## config.mk

```make
export PLATFORM = sky130hd
export DESIGN_NAME = mygo_chan_arbiter_flat
export DESIGN_NICKNAME = d
export VERILOG_FILES = /design/src/rtl/mygo_chan_arbiter_pkg.sv /design/src/rtl/mygo_chan_arbiter_if.sv /design/src/rtl/mygo_rr_pick.sv /design/src/rtl/mygo_chan_arbiter.sv /design/src/flat_wrapper.sv
export SDC_FILE = /design/constraint.sdc
export NUM_CORES = 1
export LEC_CHECK = 0
export BUFFER_PORTS_ARGS = -buffer_cell sky130_fd_sc_hd__clkbuf_2
export CORE_ASPECT_RATIO = 1.25
export CORE_MARGIN = 1.5
export CORE_UTILIZATION = 51
export DETAILED_ROUTE_END_ITERATION = 10
export HOLD_SLACK_MARGIN = 0.02
export MAX_ROUTING_LAYER = met4
export PLACE_DENSITY = 0.85
export SYNTH_ARGS = -nofsm -noshare
export SYNTH_HDL_FRONTEND = slang
export SYNTH_SLANG_ARGS = --single-unit
```

## constraint.sdc

```tcl
create_clock -name clk -period 4.7 [get_ports clk]
set_input_delay 0.47 -clock clk [delete_from_list [all_inputs] [get_ports clk]]
set_output_delay 0.47 -clock clk [all_outputs]
set_load 0.01 [all_outputs]
```

## src/rtl/mygo_chan_arbiter_pkg.sv

```systemverilog
// rtl/mygo_chan_arbiter_pkg.sv - shared types and helpers for the channel arbiter
`ifndef MYGO_CHAN_PKG_SV
`define MYGO_CHAN_PKG_SV

`define MYGO_HS_T(W) struct packed { logic [(W)-1:0] data; logic valid; }

package mygo_chan_pkg;

  localparam int XFER_CNT_W = 32;

  function automatic int clog2_min1(input int n);
    return (n <= 2) ? 1 : $clog2(n);
  endfunction

endpackage

`endif

```

## src/rtl/mygo_chan_arbiter_if.sv

```systemverilog
// rtl/mygo_chan_arbiter_if.sv - sender-side and FIFO-side handshake bundle of the arbiter
interface mygo_chan_arbiter_if #(
  parameter int N_REQ = 2,
  parameter int WIDTH = 32,
  parameter int SRC_W = 1
);
  import mygo_chan_pkg::*;

  logic [N_REQ*WIDTH-1:0] req_wdata;
  logic [N_REQ-1:0]       req_wvalid;
  logic [N_REQ-1:0]       req_wready;
  logic [WIDTH-1:0]       out_data;
  logic                   out_valid;
  logic                   out_ready;
  logic [SRC_W-1:0]       out_src;
  logic [XFER_CNT_W-1:0]  xfer_count;

  modport master (
    input  req_wdata, req_wvalid, out_ready,
    output req_wready, out_data, out_valid, out_src, xfer_count
  );

  modport slave (
    output req_wdata, req_wvalid, out_ready,
    input  req_wready, out_data, out_valid, out_src, xfer_count
  );

endinterface

```

## src/rtl/mygo_rr_pick.sv

```systemverilog
// rtl/mygo_rr_pick.sv - combinational rotate-priority picker, first request at or after ptr wins
module mygo_rr_pick
  import mygo_chan_pkg::*;
#(
  parameter int N_REQ = 2,
  parameter int SRC_W = clog2_min1(N_REQ)
) (
  input  logic [N_REQ-1:0] req,
  input  logic [SRC_W-1:0] ptr,
  output logic [N_REQ-1:0] gnt,
  output logic [SRC_W-1:0] gnt_idx,
  output logic             any
);

  localparam logic [SRC_W:0] N_W = (SRC_W+1)'(N_REQ);

  logic [SRC_W:0]   pos;
  logic [SRC_W-1:0] idx;

  // One extra bit on pos so ptr+k never overflows before the explicit wrap.
  always_comb begin
    gnt     = '0;
    gnt_idx = '0;
    any     = 1'b0;
    pos     = '0;
    idx     = '0;
    for (int k = 0; k < N_REQ; k++) begin
      pos = {1'b0, ptr} + (SRC_W+1)'(k);
      if (pos >= N_W) pos = pos - N_W;
      idx = pos[SRC_W-1:0];
      if (!any && req[idx]) begin
        gnt[idx] = 1'b1;
        gnt_idx  = idx;
        any      = 1'b1;
      end
    end
  end

endmodule

```

## src/rtl/mygo_chan_arbiter.sv

```systemverilog
// rtl/mygo_chan_arbiter.sv - round-robin multi-sender arbiter with one registered stage into a channel FIFO
module mygo_chan_arbiter
  import mygo_chan_pkg::*;
#(
  parameter int N_REQ = 2,
  parameter int WIDTH = 32,
  parameter int SRC_W = clog2_min1(N_REQ)
) (
  input  logic                clk,
  input  logic                rst,
  mygo_chan_arbiter_if.master bus
);

  typedef `MYGO_HS_T(WIDTH) stage_t;

  stage_t                stage_q, stage_d;
  logic [SRC_W-1:0]      src_q, src_d;
  logic [SRC_W-1:0]      rr_ptr_q, rr_ptr_d;
  logic [XFER_CNT_W-1:0] xfer_count_q, xfer_count_d;

  logic [N_REQ-1:0] gnt;
  logic [SRC_W-1:0] gnt_idx;
  logic             gnt_any;
  logic             load;
  logic             accept;
  logic [WIDTH-1:0] gnt_data;

  mygo_rr_pick #(
    .N_REQ (N_REQ),
    .SRC_W (SRC_W)
  ) u_pick (
    .req     (bus.req_wvalid),
    .ptr     (rr_ptr_q),
    .gnt     (gnt),
    .gnt_idx (gnt_idx),
    .any     (gnt_any)
  );

  // The stage can take a new word whenever it is empty or draining this cycle.
  assign load           = !stage_q.valid || bus.out_ready;
  assign accept         = load && gnt_any && !rst;
  assign bus.req_wready = (load && !rst) ? gnt : '0;

  always_comb begin
    gnt_data = '0;
    for (int i = 0; i < N_REQ; i++) begin
      if (gnt[i]) gnt_data = bus.req_wdata[i*WIDTH +: WIDTH];
    end
  end

  always_comb begin
    stage_d      = stage_q;
    src_d        = src_q;
    rr_ptr_d     = rr_ptr_q;
    xfer_count_d = xfer_count_q;
    if (accept) begin
      stage_d.data  = gnt_data;
      stage_d.valid = 1'b1;
      src_d         = gnt_idx;
      rr_ptr_d      = (gnt_idx == SRC_W'(N_REQ-1)) ? '0 : gnt_idx + SRC_W'(1);
      xfer_count_d  = xfer_count_q + XFER_CNT_W'(1);
    end else if (stage_q.valid && bus.out_ready) begin
      // Stale data and source are left in place; only valid drops.
      stage_d.valid = 1'b0;
    end
  end

  always_ff @(posedge clk) begin
    if (rst) begin
      stage_q      <= '0;
      src_q        <= '0;
      rr_ptr_q     <= '0;
      xfer_count_q <= '0;
    end else begin
      stage_q      <= stage_d;
      src_q        <= src_d;
      rr_ptr_q     <= rr_ptr_d;
      xfer_count_q <= xfer_count_d;
    end
  end

  assign bus.out_data   = stage_q.data;
  assign bus.out_valid  = stage_q.valid;
  assign bus.out_src    = src_q;
  assign bus.xfer_count = xfer_count_q;

endmodule

```

## src/flat_wrapper.sv

```systemverilog
// flat-port wrapper written by rule: the top's interface ports become plain ports
module mygo_chan_arbiter_flat import mygo_chan_pkg::*;
#(
  parameter int N_REQ = 2,
  parameter int WIDTH = 32,
  parameter int SRC_W = clog2_min1(N_REQ)
)
  (clk, rst, bus_req_wdata, bus_req_wvalid, bus_out_ready, bus_req_wready, bus_out_data, bus_out_valid, bus_out_src, bus_xfer_count);
  mygo_chan_arbiter_if #(.N_REQ(N_REQ), .WIDTH(WIDTH), .SRC_W(SRC_W)) bus_i ();
  input  logic clk;
  input  logic rst;
  input wire logic [$bits(bus_i.req_wdata)-1:0] bus_req_wdata;
  input wire logic [$bits(bus_i.req_wvalid)-1:0] bus_req_wvalid;
  input wire logic [$bits(bus_i.out_ready)-1:0] bus_out_ready;
  output wire logic [$bits(bus_i.req_wready)-1:0] bus_req_wready;
  output wire logic [$bits(bus_i.out_data)-1:0] bus_out_data;
  output wire logic [$bits(bus_i.out_valid)-1:0] bus_out_valid;
  output wire logic [$bits(bus_i.out_src)-1:0] bus_out_src;
  output wire logic [$bits(bus_i.xfer_count)-1:0] bus_xfer_count;
  assign bus_i.req_wdata = bus_req_wdata;
  assign bus_i.req_wvalid = bus_req_wvalid;
  assign bus_i.out_ready = bus_out_ready;
  assign bus_req_wready = bus_i.req_wready;
  assign bus_out_data = bus_i.out_data;
  assign bus_out_valid = bus_i.out_valid;
  assign bus_out_src = bus_i.out_src;
  assign bus_xfer_count = bus_i.xfer_count;
  mygo_chan_arbiter #(.N_REQ(N_REQ), .WIDTH(WIDTH), .SRC_W(SRC_W)) u_core (.clk(clk), .rst(rst), .bus(bus_i));
endmodule
```

==> impl_metrics.toml <==
[run_status]
status = "completed"

[cts]
cts_tree = "yes"
postCtsSetupBuffers = 0
cts_max_path_buffers = 2
root_buffer = "clkbuf_8"
h-tree-depth = 3
clk_latency_ns = 0.33
cts.clk_slew.worst_paths_ns = 0.08
numCtsBuffers = 9
cts_hold_buf = 0
cts_sinks = 67
ctsResizeCount = 0

[pwr]
p_leak_uw = 0.00172
sw_frac_of_total_pct = 23.2
p_clk_share_pct = 44.2
internal-power_uw = 1060
p_comb_share_pct = 11.3
p_per_area_mw_per_mm2 = 341
seqPwrFrac_pct = 44.5
irDropWorstVdd_v = 0.000209
p_sw_uw = 321

[floorplan]
die_w_microns = 73.4
die_area_sq_mm = 0.00668
start_util_pct = 53.6
placementRows = 31
die_height_microns = 91.0
pin_count = 137
core_sq_mm = 0.00590

[yosys]
synth_cells = 365
synth_adder_area_share_pct = 0.396
synth_area_sq_mm = 0.00316
yosys.area_share.simple_pct = 24.2
yosysSeqAreaShare_pct = 42.4
synth_compound_area_share_pct = 18.3
synth_nets = 435
synth-async-reset-ratio_pct = 0
syn_avg_cell_area_sq_um = 8.66
netlist.area_leader.share_pct = 42.4
ys_ff_latch = 67
yosysWarnings = 0
synthMuxAreaShare_pct = 5.98
synthDistinctLibCells = 38
synth-xor-area-share_pct = 1.39
yosys-top-cells-area = "dfxtp_1, a22oi_1, nand3_1, o21ai_0, mux2_2"
synth-edff-count = 0
yosys.area.top_type = "dfxtp_1"
synth_ff_type = "dfxtp_1"
synth_top_family_by_area = "simple AND/OR/NAND/NOR gates"

[place]
dp_hpwl_microns = 5570
place_inst = 552
io_buffers = 136
gp_congestion = 0.885
pre_cts_ws_ns = 2.02

[final_layout]
final_common_cell = "clkbuf_2"
fin_cells = 568
diodes = 0
final_net_count = 551
final_core_util_pct = 68.6
syn_to_final_growth_pct = 27.9
drive_gt1_share_pct = 37.2
final_cell_mix = "clkbuf_2, dfxtp_1, nand3_1"

[timing]
tightest_slew_ns = 0.994
max_freq_mhz = 429
max_slew_margin_pct = 33.7
worst_slack_ns = 2.37
drv_slew = 0
tns_ns = 0
period_share_pct = 49.6
setup_viol = 0
hold_viol = 0
min_period_ns = 2.33
rsz0062_at_grt = "false"
fin_skew_ns = 0.00935

[worst_setup_path]
ff2ff_setup_slack_ns = 2.37
cpMaxStageDelayCell = "or4_1"
start_kind = "flip-flop"
timing.rr.start = "u_core.bus.xfer_count[7]"
critPathRequiredTime_ns = 4.92
worstPathCellList = "nand4_2, or4_1, nor4_1, mux2_2"
cp_top_family = "simple AND/OR/NAND/NOR gates"
endpoint_kind = "flip-flop"
crit_buf_inv = 0
r2r-end = "u_core.bus.xfer_count[26]"
path_max_fanout = 14
path_class = "flip-flop to flip-flop"
worstRegToRegCells = 4
crit_arrival_ns = 2.55
max_stage_delay_ns = 0.80
cp_num_cells = 4

[drt]
avgRoutedWirePerCell_microns = 13.7
post_drt_via_cell_ratio = 5.53
first_pass_iters = 4
totalWireLength_microns = 7760
dr.first_iter.drc_count = 219
drc = 0
ant_nets = 0
vias = 3143

[grt]
grt_first_pass_wirelength_microns = 12600
grt_usage_pct = 24.3
antenna_found_initial = 0
grt_pass1_vias = 2836
grt_max_degree = 69
grt_overflow_total = 0

[min_path]
hp-class = "primary input to flip-flop"
whs_endpoint = "u_core.bus.out_data[0]"
hold_path_depth = 3
min-delay-start = "bus_req_wdata[32]"

[flow_run]
cap_viol_max_count = 0
==> layer usage <==
layer / vias up / global-route usage [%] / wire length [microns]
met4: 0 / 5.56 / 48
met1: 1429 / 30.1 / 3250
met3: 8 / 7.55 / 582
li1: 1576 / - / -
met2: 130 / 38.7 / 3870
met5: - / - / 0
==> worst max-delay path by stage <==
stage	startpoint	to	slack, ns
2_1_floorplan	u_core.bus.xfer_count[8]	u_core.bus.xfer_count[21]	2.64
3_3_place_gp	rst	u_core.bus.xfer_count[8]	2.11
3_5_place_dp	rst	u_core.bus.xfer_count[8]	2.02
4_1_cts	rst	u_core.bus.xfer_count[8]	2.39
5_1_grt	rst	u_core.bus.xfer_count[24]	2.23
6_report	u_core.bus.xfer_count[7]	u_core.bus.xfer_count[26]	2.37
==> synth_stat cells, types with 4 or more instances <==
cell      count
dfxtp_1      67
nand3_1      40
o21ai_0      35
a22oi_1      32
nor2_1       21
nor4_1       21
clkbuf_1     20
nor2b_1      16
mux2_2       15
nand2_1      12
a21oi_1      11
inv_1         9
o31ai_1       8
or4_1         8
buf_1         5
and3_1        4
clkbuf_8      4
xnor2_1       4
==> power by group through the flow <==
stage	Clock [uW]	Combinational, uW	Sequential (uW)
4_1_cts	616	158	614
3_5_place_dp	0	158	626
6_report	610	156	614
5_1_grt	646	177	617
2_1_floorplan	0	73.5	637
3_3_place_gp	0	153	625
==> registers in the layout, indices dropped and copies added (netlist names) <==
register / flops
u_core.bus.out_valid: 1
u_core.rr_ptr_q: 1
u_core.bus.out_src: 1
u_core.bus.xfer_count: 32
u_core.bus.out_data: 32
==> cell type report <==
class	instances	area [sq um]
sequential	67	1340
timing repair buffer	139	703
multi-input combinational	254	1600
clock inverter	4	95.1
tap	82	103
inverter	10	37.5
clock buffer	12	165
fill	503	1850
==> tightest hold or removal path, cell delays in order <==
cell and delay [ns]:
clkbuf_2 0.07, a22oi_1 0.05, o21ai_0 0.12
==> stage by stage <==
| step | power (uW) | cell area, sq um | hold WS [ns] |
|---|---|---|---|
| global placement | 779 | 3780 | 0.446 |
| detailed placement | 784 | 3780 | 0.454 |
| CTS | 1390 | 4040 | 0.407 |
| floorplan | 711 | 3160 | 0.469 |
| finish | 1380 | 4040 | 0.413 |
| global route | 1440 | 4040 | 0.409 |
==> cell families (layout without fill, tap and decap cells) <==
kind of cell | after synthesis | in the layout
mux | 17 | 17
simple gates | 139 | 139
flops | 67 | 67
fa+ha+maj | 1 | 1
xor+xnor | 5 | 5
buf+inv | 44 | 165
compound gates | 92 | 92
Note: power is estimated with default switching activity, not from simulation.
